--- config.mk ---
export PLATFORM = sky130hd
export DESIGN_NAME = motor_pwm_driver
export DESIGN_NICKNAME = d
export VERILOG_FILES = /design/src/rtl/motor_pkg.sv /design/src/rtl/motor_channel.sv /design/src/rtl/motor_pwm_driver.sv
export SDC_FILE = /design/constraint.sdc
export NUM_CORES = 1
export LEC_CHECK = 0
export BUFFER_PORTS_ARGS = -buffer_cell sky130_fd_sc_hd__clkbuf_2
export CAP_MARGIN = 20
export CELL_PAD_IN_SITES_DETAIL_PLACEMENT = 1
export CELL_PAD_IN_SITES_GLOBAL_PLACEMENT = 2
export CORE_UTILIZATION = 36
export DETAILED_ROUTE_END_ITERATION = 8
export PLACE_DENSITY_LB_ADDON = 0.1
export SLEW_MARGIN = 10
export SYNTH_ARGS = -nofsm -noshare
export SYNTH_HDL_FRONTEND = slang
export SYNTH_SLANG_ARGS = --single-unit
--- constraint.sdc ---
create_clock -name clk -period 5.38 [get_ports clk]
set_input_delay 0.538 -clock clk [delete_from_list [all_inputs] [get_ports clk]]
set_output_delay 0.538 -clock clk [all_outputs]
set_load 0.03 [all_outputs]
--- src/rtl/motor_pkg.sv ---
// Shared encodings and helpers for the four-channel H-bridge PWM driver.
package motor_pkg;

  localparam logic [1:0] CMD_COAST = 2'b00;
  localparam logic [1:0] CMD_FWD   = 2'b01;
  localparam logic [1:0] CMD_REV   = 2'b10;
  localparam logic [1:0] CMD_BRAKE = 2'b11;

  typedef enum logic [1:0] {
    ST_IDLE,
    ST_DEAD,
    ST_RUN,
    ST_BRAKE
  } ch_state_t;

  // Bits needed to hold values 0..n-1 (never less than one bit).
  function automatic int unsigned cnt_w(input int unsigned n);
    return (n < 2) ? 1 : $clog2(n);
  endfunction

endpackage

--- src/rtl/motor_channel.sv ---
// One motor channel: IDLE/DEAD/RUN/BRAKE FSM, dead-time counter, duty ramp, registered pins.
module motor_channel
  import motor_pkg::*;
#(
  parameter int unsigned PWM_PERIOD  = 2500,
  parameter int unsigned DUTY_MAX    = 2000,
  parameter int unsigned RAMP_STEP   = 50,
  parameter int unsigned DEAD_CYCLES = 5000,
  parameter int unsigned PW          = cnt_w(PWM_PERIOD)
) (
  input  logic          clk,
  input  logic          rst,
  input  logic [1:0]    cmd,
  input  logic [PW-1:0] pwm_cnt,
  input  logic          ramp_tick,
  output logic          in_a,
  output logic          in_b,
  output logic          en_pwm,
  output logic          at_speed
);

  localparam int unsigned DW = cnt_w(PWM_PERIOD + 1);
  localparam int unsigned KW = cnt_w(DEAD_CYCLES);
  localparam logic [DW-1:0] DMAX      = DW'(DUTY_MAX);
  localparam logic [KW-1:0] DEAD_LAST = KW'(DEAD_CYCLES - 1);

  ch_state_t     state, state_n;
  logic [1:0]    dir, dir_n;
  logic [DW-1:0] duty, duty_n, duty_ramped;
  logic [DW:0]   duty_sum;
  logic [KW-1:0] dead_cnt, dead_n;

  // One extra bit so the ramp sum saturates instead of wrapping.
  assign duty_sum    = {1'b0, duty} + (DW + 1)'(RAMP_STEP);
  assign duty_ramped = (duty_sum > (DW + 1)'(DUTY_MAX)) ? DMAX : duty_sum[DW-1:0];

  always_comb begin
    state_n = state;
    dir_n   = dir;
    duty_n  = duty;
    dead_n  = dead_cnt;
    unique case (state)
      ST_IDLE: begin
        duty_n = '0;
        if (cmd != CMD_COAST) begin
          state_n = ST_DEAD;
          dir_n   = cmd;
          dead_n  = '0;
        end
      end
      ST_DEAD: begin
        duty_n = '0;
        if (cmd == CMD_COAST) begin
          state_n = ST_IDLE;
        end else if (cmd != dir) begin
          dir_n  = cmd;
          dead_n = '0;
        end else if (dead_cnt == DEAD_LAST) begin
          state_n = (dir == CMD_BRAKE) ? ST_BRAKE : ST_RUN;
          dead_n  = '0;
        end else begin
          dead_n = dead_cnt + 1'b1;
        end
      end
      ST_RUN: begin
        if (ramp_tick) duty_n = duty_ramped;
        if (cmd == CMD_COAST) begin
          state_n = ST_IDLE;
          duty_n  = '0;
        end else if (cmd != dir) begin
          state_n = ST_DEAD;
          dir_n   = cmd;
          dead_n  = '0;
          duty_n  = '0;
        end
      end
      ST_BRAKE: begin
        if (cmd == CMD_COAST) begin
          state_n = ST_IDLE;
        end else if (cmd != CMD_BRAKE) begin
          state_n = ST_DEAD;
          dir_n   = cmd;
          dead_n  = '0;
        end
      end
      default: state_n = ST_IDLE;
    endcase
  end

  // Pins are decoded from the next state so they change on the same edge as the FSM.
  always_ff @(posedge clk or posedge rst) begin
    if (rst) begin
      state    <= ST_IDLE;
      dir      <= CMD_COAST;
      duty     <= '0;
      dead_cnt <= '0;
      in_a     <= 1'b0;
      in_b     <= 1'b0;
      en_pwm   <= 1'b0;
      at_speed <= 1'b0;
    end else begin
      state    <= state_n;
      dir      <= dir_n;
      duty     <= duty_n;
      dead_cnt <= dead_n;
      in_a     <= (state_n == ST_BRAKE) || (state_n == ST_RUN && dir_n == CMD_FWD);
      in_b     <= (state_n == ST_BRAKE) || (state_n == ST_RUN && dir_n == CMD_REV);
      en_pwm   <= (state_n == ST_BRAKE) || (state_n == ST_RUN && DW'(pwm_cnt) < duty_n);
      at_speed <= (state_n == ST_RUN) && (duty_n == DMAX);
    end
  end

endmodule

--- src/rtl/motor_pwm_driver.sv ---
// Four-channel H-bridge driver: registered command, shared PWM counter and ramp prescaler.
module motor_pwm_driver
  import motor_pkg::*;
#(
  parameter int unsigned PWM_PERIOD  = 2500,
  parameter int unsigned DUTY_MAX    = 2000,
  parameter int unsigned RAMP_STEP   = 50,
  parameter int unsigned RAMP_DIV    = 50000,
  parameter int unsigned DEAD_CYCLES = 5000
) (
  input  logic       clk,
  input  logic       rst,
  input  logic [7:0] sel_in,
  output logic [3:0] in_a,
  output logic [3:0] in_b,
  output logic [3:0] en_pwm,
  output logic [3:0] at_speed
);

  localparam int unsigned NUM_CH = 4;
  localparam int unsigned PW     = cnt_w(PWM_PERIOD);
  localparam int unsigned RW     = cnt_w(RAMP_DIV);

  logic [7:0]    sel_q;
  logic [PW-1:0] pwm_cnt;
  logic [RW-1:0] div_cnt;
  logic          ramp_tick;

  assign ramp_tick = (div_cnt == RW'(RAMP_DIV - 1));

  always_ff @(posedge clk or posedge rst) begin
    if (rst) begin
      sel_q   <= '0;
      pwm_cnt <= '0;
      div_cnt <= '0;
    end else begin
      sel_q   <= sel_in;
      pwm_cnt <= (pwm_cnt == PW'(PWM_PERIOD - 1)) ? '0 : pwm_cnt + 1'b1;
      div_cnt <= ramp_tick ? '0 : div_cnt + 1'b1;
    end
  end

  for (genvar i = 0; i < NUM_CH; i++) begin : g_ch
    motor_channel #(
      .PWM_PERIOD (PWM_PERIOD),
      .DUTY_MAX   (DUTY_MAX),
      .RAMP_STEP  (RAMP_STEP),
      .DEAD_CYCLES(DEAD_CYCLES),
      .PW         (PW)
    ) u_ch (
      .clk      (clk),
      .rst      (rst),
      .cmd      (sel_q[2*i+1:2*i]),
      .pwm_cnt  (pwm_cnt),
      .ramp_tick(ramp_tick),
      .in_a     (in_a[i]),
      .in_b     (in_b[i]),
      .en_pwm   (en_pwm[i]),
      .at_speed (at_speed[i])
    );
  end

endmodule

==> reports/results.txt, run 1 <==
Post-synth EDFFs - 0
1st-iter DRT viols - 380
CTS max path bufs - 2
Total wire length - 29,000 um
Num rows - 63
Worst Path Buf+Inv - 0
Fraction of layout cells with a size suffix above 1 - 7.30%
DRT antenna net count - 0
FFs w/ async S/R, synth - 100%
Starting Density - 36.8%
Worst r2r dst - g_ch[2].u_ch.en_pwm
Clock Pin Slew Worst Setup and Hold Paths - 0.06 ns
H-tree depth - 4
Syn_nets - 1,353
Seq/Total Area, Yosys - 38.3%
Critical Path AT - 4.78 ns
FF-to-FF path depth - 17
Vias - 9,256
Worst IR Drop VDD - 0.227 mV
Top FF cell, synth - dfrtp_1
Slew of the pin with the lowest slew margin - 0.953 ns
Worst hold slack - 0.198 ns
Root Driver - clkbuf_16
Worst Hold Launch - sel_in[1]
Hold Crit Class - input pin to register
Clk sink count - 168
Final hold violations - 0
Max cap viols - 0
Area grow syn2layout - 8.06%
Min cycle time layout - 4.41 ns
Synth unique cells - 89
Status - finished, final reports clean
Synthesized area - 11,000 um2
Fin nets - 1,343
Critical path's slowest cell - a2111oi_0
Drt first pass iters - 4
GRT overflow - 0
First-pass GRT wire length - 49,000 um
Max-slew violations - 0
WS Path Type - register to register
GP Congestion - 0.786
Synth Warn # - 0
Core Box Area - 29,800 um2
Most used cells in the layout excluding fill and tap cells - dfrtp_1 (168), nor2_1 (127), nand2_1 (108), o21ai_0 (86), inv_1 (80)
Worst Path Max Fanout - 9
CTS Buf Count - 17
Die X - 177 um
Cell mode on critical path - nor2_1
Die area - 31,200 um2
Hold path depth - 1
Post_cts resized - 0
Crit end category - register
Most common cell after layout, fill and taps aside - dfrtp_1
Drt wl/cell - 17.4 um
Fmax - 227 MHz
CP delay by family, top - compound AO/OA/AOI/OAI gates
Final period utilization - 82.0%
Diodes inserted - 0
Detailed placement HPWL - 21,000 um
Setup TNS - 0 ns
DRC - 0
Post-Syn Instances - 1,273
Critical path, cell by cell - ha_1 -> a211oi_1 -> nor3_1 -> mux2i_1 -> o21ai_2 -> o41ai_1 -> nor2_1 -> ha_1 -> a2111oi_0 -> nand2b_1 -> nand3_1 -> nor2_1 -> nor2_1 -> a31oi_1 -> a21oi_1 -> o211ai_1 -> a21oi_1
Hold path endpoint - sel_q[1]
Cts-stage hold buffer count - 0
CTS tree - built
Worst endpoint required time - 5.75 ns
Worst path max stage delay - 0.68 ns
Number of global-route vias before repair - 9,485
Leak Pwr - 5.37 nW
Critical Path Source Type - register
PwrDens - 276 nW/um2
Via/cell ratio - 5.56
RSZ-0062 raised after global routing - no
Clk Latency, worst-skew pair - 0.45 ns
Chip height - 177 um
Setup Buffers After CTS - 0
Skew final - 0.0116 ns
#FFs+latches synth - 168
Initial antenna violation count - 0
Port Buffer Count - 25
Syn Area/Cell - 8.62 um2
Largest net degree at the start of global routing - 128
R2R Path Start - g_ch[2].u_ch.duty[1]
# setup viols final - 0
Reg2Reg Setup Slack - 0.97 ns
Slew HR - 36.4%
Gr usage total - 19.6%
Io pins - 26
-- registers in the layout (all words and copies together), names as in the netlist --
name / cells
g_ch.u_ch.dead_cnt: 52
g_ch.u_ch.duty: 48
div_cnt: 16
pwm_cnt: 12
g_ch.u_ch.dir: 8
g_ch.u_ch.state: 8
sel_q: 8
g_ch.u_ch.at_speed: 4
g_ch.u_ch.en_pwm: 4
g_ch.u_ch.in_a: 4
g_ch.u_ch.in_b: 4
-- synthesized netlist by cell type (5+ instances only) --
library cell,count,share of area [%]
dfrtp_1,168,38
nor2_1,127,4.3
nand2_1,108,3.7
o21ai_0,86,3.9
inv_1,81,2.8
a21oi_1,75,3.4
ha_1,70,8.0
nand3_1,69,3.1
clkbuf_1,35,1.2
nor3_1,31,1.4
and3_1,30,1.7
xor2_1,29,2.3
xnor2_1,25,2.0
nand4_1,18,1.0
nor2b_1,17,0.97
buf_4,16,1.1
nand2b_1,16,0.91
nor4_1,16,0.91
a21o_1,14,0.96
a31oi_1,14,0.80
a211oi_1,13,0.89
and2_1,11,0.63
o31ai_1,11,0.75
nor3b_1,9,0.62
nor4b_1,9,0.72
o21a_1,7,0.48
a221oi_1,6,0.48
buf_2,6,0.27
o311ai_0,6,0.48
or2_2,6,0.34
or3_1,6,0.34
mux2i_1,5,0.46
o2111ai_1,5,0.40
o211ai_1,5,0.34
o221ai_1,5,0.40
o22ai_1,5,0.28
-- cells by family (layout without fill, tap and decap cells) --
| kind of cell | after synthesis | in the layout | share of synthesized area [%] |
|---|---|---|---|
| flip-flops | 168 | 168 | 38.3 |
| buffers and inverters | 146 | 147 | 5.86 |
| multiplexers | 9 | 9 | 0.866 |
| XOR/XNOR | 54 | 54 | 4.31 |
| adder cells (fa/ha/maj) | 72 | 72 | 8.16 |
| AO/OA/AOI/OAI | 315 | 315 | 18.8 |
| AND/OR/NAND/NOR | 509 | 509 | 23.7 |
-- per-stage QoR --
step	std cells	setup WS [ns]	instance area (um2)	power, mW	util (%)
2_1_floorplan	1273	0.295	11000	1.97	-
3_3_place_gp	1634	1.08	11300	2.15	38.1
3_5_place_dp	1634	1.01	11300	2.16	38.1
4_1_cts	1664	0.992	11900	3.35	39.8
5_1_grt	1664	0.507	11900	3.49	39.8
6_report	1664	0.967	11900	3.28	39.8
-- metal layers --
layer | wire length [um] | global-route usage [%]
met1 | 14000 | 25.5
met4 | 403 | 5.60
met2 | 14000 | 33.2
met3 | 630 | 3.46
met5 | 0 | 0
-- where the power goes --
part           switching (mW)  leakage [nW]  internal [mW]
logic                   0.449          2.85          0.253
clock network           0.529         0.245          0.627
registers              0.0930          2.27           1.33
total                    1.07          5.37           2.21
-- worst max-delay path by stage --
stage | start | to | slack [ns] | cells past startpoint
6_report | g_ch[2].u_ch.duty[1] | g_ch[2].u_ch.en_pwm | 0.97 | 17
5_1_grt | g_ch[2].u_ch.duty[1] | g_ch[2].u_ch.en_pwm | 0.51 | 17
4_1_cts | g_ch[2].u_ch.duty[1] | g_ch[2].u_ch.en_pwm | 0.99 | 17
3_5_place_dp | g_ch[2].u_ch.duty[3] | g_ch[2].u_ch.en_pwm | 1.01 | 16
3_3_place_gp | g_ch[2].u_ch.duty[1] | g_ch[2].u_ch.en_pwm | 1.08 | 17
2_1_floorplan | rst | div_cnt[0] | 0.30 | 1
-- worst register-to-register path, delay by kind of cell (launching register included) --
kind	cells	cell delay, ns
DFF	1	0.45
adders and majority gates	2	0.63
and+or+nand+nor	6	0.62
muxes	1	0.39
AOI/OAI and AO/OA	8	2.25
-- final cells by class --
type	count	area [um2]
clock buffer	21	440
clock inverter	9	80.1
timing repair buffer	36	208
fill	3530	17900
multi-input combinational	959	6130
inverter	81	312
sequential	168	4200
tap	390	488
Note: power is estimated with default switching activity, not from simulation.
==> run 2: changes to the inputs <==
--- a/config.mk
+++ b/config.mk
@@ -5,11 +5,12 @@
 export SDC_FILE = /design/constraint.sdc
 export NUM_CORES = 1
 export LEC_CHECK = 0
+export ABC_AREA = 1
 export BUFFER_PORTS_ARGS = -buffer_cell sky130_fd_sc_hd__clkbuf_2
 export CAP_MARGIN = 20
 export CELL_PAD_IN_SITES_DETAIL_PLACEMENT = 1
 export CELL_PAD_IN_SITES_GLOBAL_PLACEMENT = 2
-export CORE_UTILIZATION = 36
+export CORE_UTILIZATION = 37
 export DETAILED_ROUTE_END_ITERATION = 8
 export PLACE_DENSITY_LB_ADDON = 0.1
 export SLEW_MARGIN = 10
==> constraint.sdc (replaced) <==
create_clock -name clk -period 4.14 [get_ports clk]
set_input_delay 0.414 -clock clk [delete_from_list [all_inputs] [get_ports clk]]
set_output_delay 0.414 -clock clk [all_outputs]
set_load 0.03 [all_outputs]
==> run 2 against run 1 <==
Effect of this change:
- sequential cell count is the same
- critical endpoint is now g_ch[3].u_ch.en_pwm
- non-clock buffer count shrank 7
- clock power grew 49%
- sequential power grew 25%
- count of clock-buffer cells in the layout grew 2
==> reports/results.txt, run 2 <==
Top FF cell, synth - dfrtp_1
Fin nets - 1,657 (+23%)
Synth top area share - 37.1% (-1.2 points)
Leak Pwr - 6.32 nW (+18%)
RSZ-0062 raised after global routing - no
H-tree depth - 4 (unchanged)
Synthesized area - 11,300 um2 (+3.3%)
Sequential share of power - 42.6% (-0.7 points)
Clk pwr share - 41.4% (+6.2 points)
# setup viols final - 0 (unchanged)
Initial antenna violation count - 0 (unchanged)
DRC - 0 (unchanged)
Crit end category - register
Chip height - 177 um (+0.25%)
Hold Crit Class - input pin to asynchronous set/reset pin
Comb pwr share - 15.9% (-5.5 points)
Worst path max stage delay - 0.42 ns (-0.26 ns)
Vias - 9,894 (+6.9%)
Core Box Area - 29,900 um2 (+0.26%)
Core Util, Final - 41.6% (+1.8 points)
Status - finished, final reports clean
Critical path, cell by cell - ha_1 -> nand2_1 -> inv_2 -> nand2_2 -> nor4_1 -> nand2_1 -> inv_2 -> nand2_1 -> a22o_1 -> inv_1 -> ha_1 -> a21o_1 -> nand4_1 -> nand2_1 -> a21oi_1 -> nand3_1 -> nand2_1
Critical Path Source Type - register
FF-to-FF path depth - 17 (unchanged)
PwrDens - 337 nW/um2 (+22%)
Drt wl/cell - 15.6 um (-11%)
Worst IR Drop VDD - 0.275 mV (+21%)
Seq/Total Area, Yosys - 37.1% (-1.2 points)
Diodes inserted - 0 (unchanged)
Gr usage total - 21.0% (+1.4 points)
Total Power - 4.18 mW (+28%)
Die area - 31,400 um2 (+0.51%)
Syn Area/Cell - 7.28 um2 (-16%)
Fmax - 318 MHz (+40%)
Num rows - 63 (unchanged)
Area grow syn2layout - 9.53%
Area after DPL - 11,800 um2 (+4.0%)
Largest net degree at the start of global routing - 94 (-27%)
GP Congestion - 0.804 (+2.3%)
Fraction of layout cells with a size suffix above 1 - 7.86% (+0.56 points)
Max cap viols - 0 (unchanged)
Clk sink count - 168 (unchanged)
Clk Latency, worst-skew pair - 0.44 ns (about the same)
Critical Path AT - 3.53 ns (-1.25 ns)
Synth Warn # - 0 (unchanged)
Worst hold slack - 0.0668 ns (-0.131 ns)
Skew final - 0.00837 ns (-0.00321 ns)
Most used cells in the layout excluding fill and tap cells - nand2_1 (338), inv_1 (298), dfrtp_1 (168), nor2_1 (133), nand3_1 (105)
Switching power share of the total - 28.8% (-3.8 points)
Reg2Reg Setup Slack - 0.99 ns (+0.02 ns)
DRT antenna net count - 0 (unchanged)
Largest register FFs - 52 (unchanged)
Drt first pass iters - 4 (unchanged)
Number of stages on the worst setup path - 17 (unchanged)
Worst endpoint required time - 4.52 ns (-1.23 ns)
Via/cell ratio - 5.00 (-10%)
First-pass GRT wire length - 52,300 um (+6.7%)
Switching pwr - 1.21 mW (+13%)
Synth unique cells - 61 (-31%)
WS Path Type - register to register
Syn_nets - 1,637 (+21%)
Min cycle time layout - 3.15 ns (-1.26 ns)
Starting Density - 38.0% (+1.1 points)
Final hold violations - 0 (unchanged)
Final Cell Area - 12,400 um2 (+4.7%)
Io pins - 26 (unchanged)
Clock Pin Slew Worst Setup and Hold Paths - 0.07 ns (about the same)
Die X - 177 um (+0.25%)
CP delay by family, top - simple AND/OR/NAND/NOR gates
Largest regs - g_ch.u_ch.dead_cnt x52, g_ch.u_ch.duty x48, div_cnt x16
Cts-stage hold buffer count - 0 (unchanged)
Number of global-route vias before repair - 10,400 (+9.2%)
Main area contributors after synthesis - dfrtp_1 (37%), nand2_1 (11%), inv_1 (9.9%)
Max-slew violations - 0 (unchanged)
CTS Buf Count - 17 (unchanged)
Setup TNS - 0 ns (unchanged)
Worst Path Buf+Inv - 3 (+3)
Detailed placement HPWL - 23,400 um (+12%)
Slew HR - 53.2% (+17 points)
Slew of the pin with the lowest slew margin - 0.701 ns (-0.252 ns)
Cell with the most instances after synthesis - nand2_1
Post_cts resized - 0 (unchanged)
Pint - 2.98 mW (+35%)
Port Buffer Count - 25 (unchanged)
#FFs+latches synth - 168 (unchanged)
CTS tree - built
Cell mode on critical path - nand2_1
GRT overflow - 0 (unchanged)
1st-iter DRT viols - 375 (-1.3%)
Commonest cells in the netlist - nand2_1 (338), inv_1 (299), dfrtp_1 (168)
Post-synth EDFFs - 0 (unchanged)
Critical path's slowest cell - inv_2
Post-Syn Instances - 1,557 (+22%)
FFs w/ async S/R, synth - 100% (unchanged)
Final period utilization - 76.1% (-6.0 points)
Most common cell after layout, fill and taps aside - nand2_1
Root Driver - clkbuf_16
Most area-hungry cell type in the Yosys netlist - dfrtp_1
Largest Register - g_ch.u_ch.dead_cnt
Worst Path Max Fanout - 13 (+4)
Total wire length - 30,800 um (+6.2%)
Setup Buffers After CTS - 0 (unchanged)
CTS max path bufs - 2 (unchanged)
run 2: cell families after synthesis:
group	after synthesis	synth area share (%)
AO/OA/AOI/OAI	237	12.4
flip-flops	168	37.1
buffers and inverters	343	12.2
AND/OR/NAND/NOR	717	28.9
XOR/XNOR	22	1.70
adder cells (fa/ha/maj)	70	7.72
run 2: path summary, 6_finish.rpt:
check / startpoint / endpoint
hold / removal: rst / div_cnt[5]
max in group asynchronous: rst / g_ch[1].u_ch.duty[10]
setup reg to reg: div_cnt[0] / g_ch[3].u_ch.en_pwm
hold reg to reg: pwm_cnt[0] / pwm_cnt[0]
min in group clk: sel_in[3] / sel_q[3]
setup / recovery: div_cnt[0] / g_ch[3].u_ch.en_pwm
run 2: power groups by stage:
stage | clock [mW] | combinational [mW] | sequential (mW)
4_1_cts | 1.80 | 0.678 | 1.78
6_report | 1.73 | 0.666 | 1.78
5_1_grt | 1.86 | 0.779 | 1.79
2_1_floorplan | 0 | 0.503 | 1.79
3_3_place_gp | 0 | 0.663 | 1.81
3_5_place_dp | 0 | 0.676 | 1.81
run 2: area by class of cell:
| class | instances | area (um2) |
|---|---|---|
| clock buffer | 23 | 478 |
| clock inverter | 9 | 145 |
| fill | 3773 | 17500 |
| inverter | 315 | 1190 |
| multi-input combinational | 1046 | 5750 |
| sequential | 168 | 4200 |
| tap | 390 | 488 |
| timing repair buffer | 29 | 168 |
run 2: worst register-to-register path: stages (launching register included):
cell,delay [ns]
dfrtp_1,0.37
ha_1,0.18
nand2_1,0.08
inv_2,0.07
nand2_2,0.08
nor4_1,0.18
nand2_1,0.41
inv_2,0.43
nand2_1,0.19
a22o_1,0.26
inv_1,0.06
ha_1,0.24
a21o_1,0.16
nand4_1,0.08
nand2_1,0.05
a21oi_1,0.12
nand3_1,0.08
nand2_1,0.06
run 2: layer usage:
layer | wire [um] | up-vias | GRT usage (%)
met5 | 0 | - | 0
met4 | 428 | 0 | 5.89
met3 | 623 | 21 | 3.39
met2 | 14900 | 70 | 36.2
met1 | 14900 | 4740 | 27.0
li1 | - | 5063 | -
run 2: through the flow:
step	setup slack, ns	instances
final	0.991	1980
after global routing	0.674	1980
after CTS	0.895	1980
after detailed placement	0.946	1948
after global placement	1.01	1948
after floorplan	1.59	1557
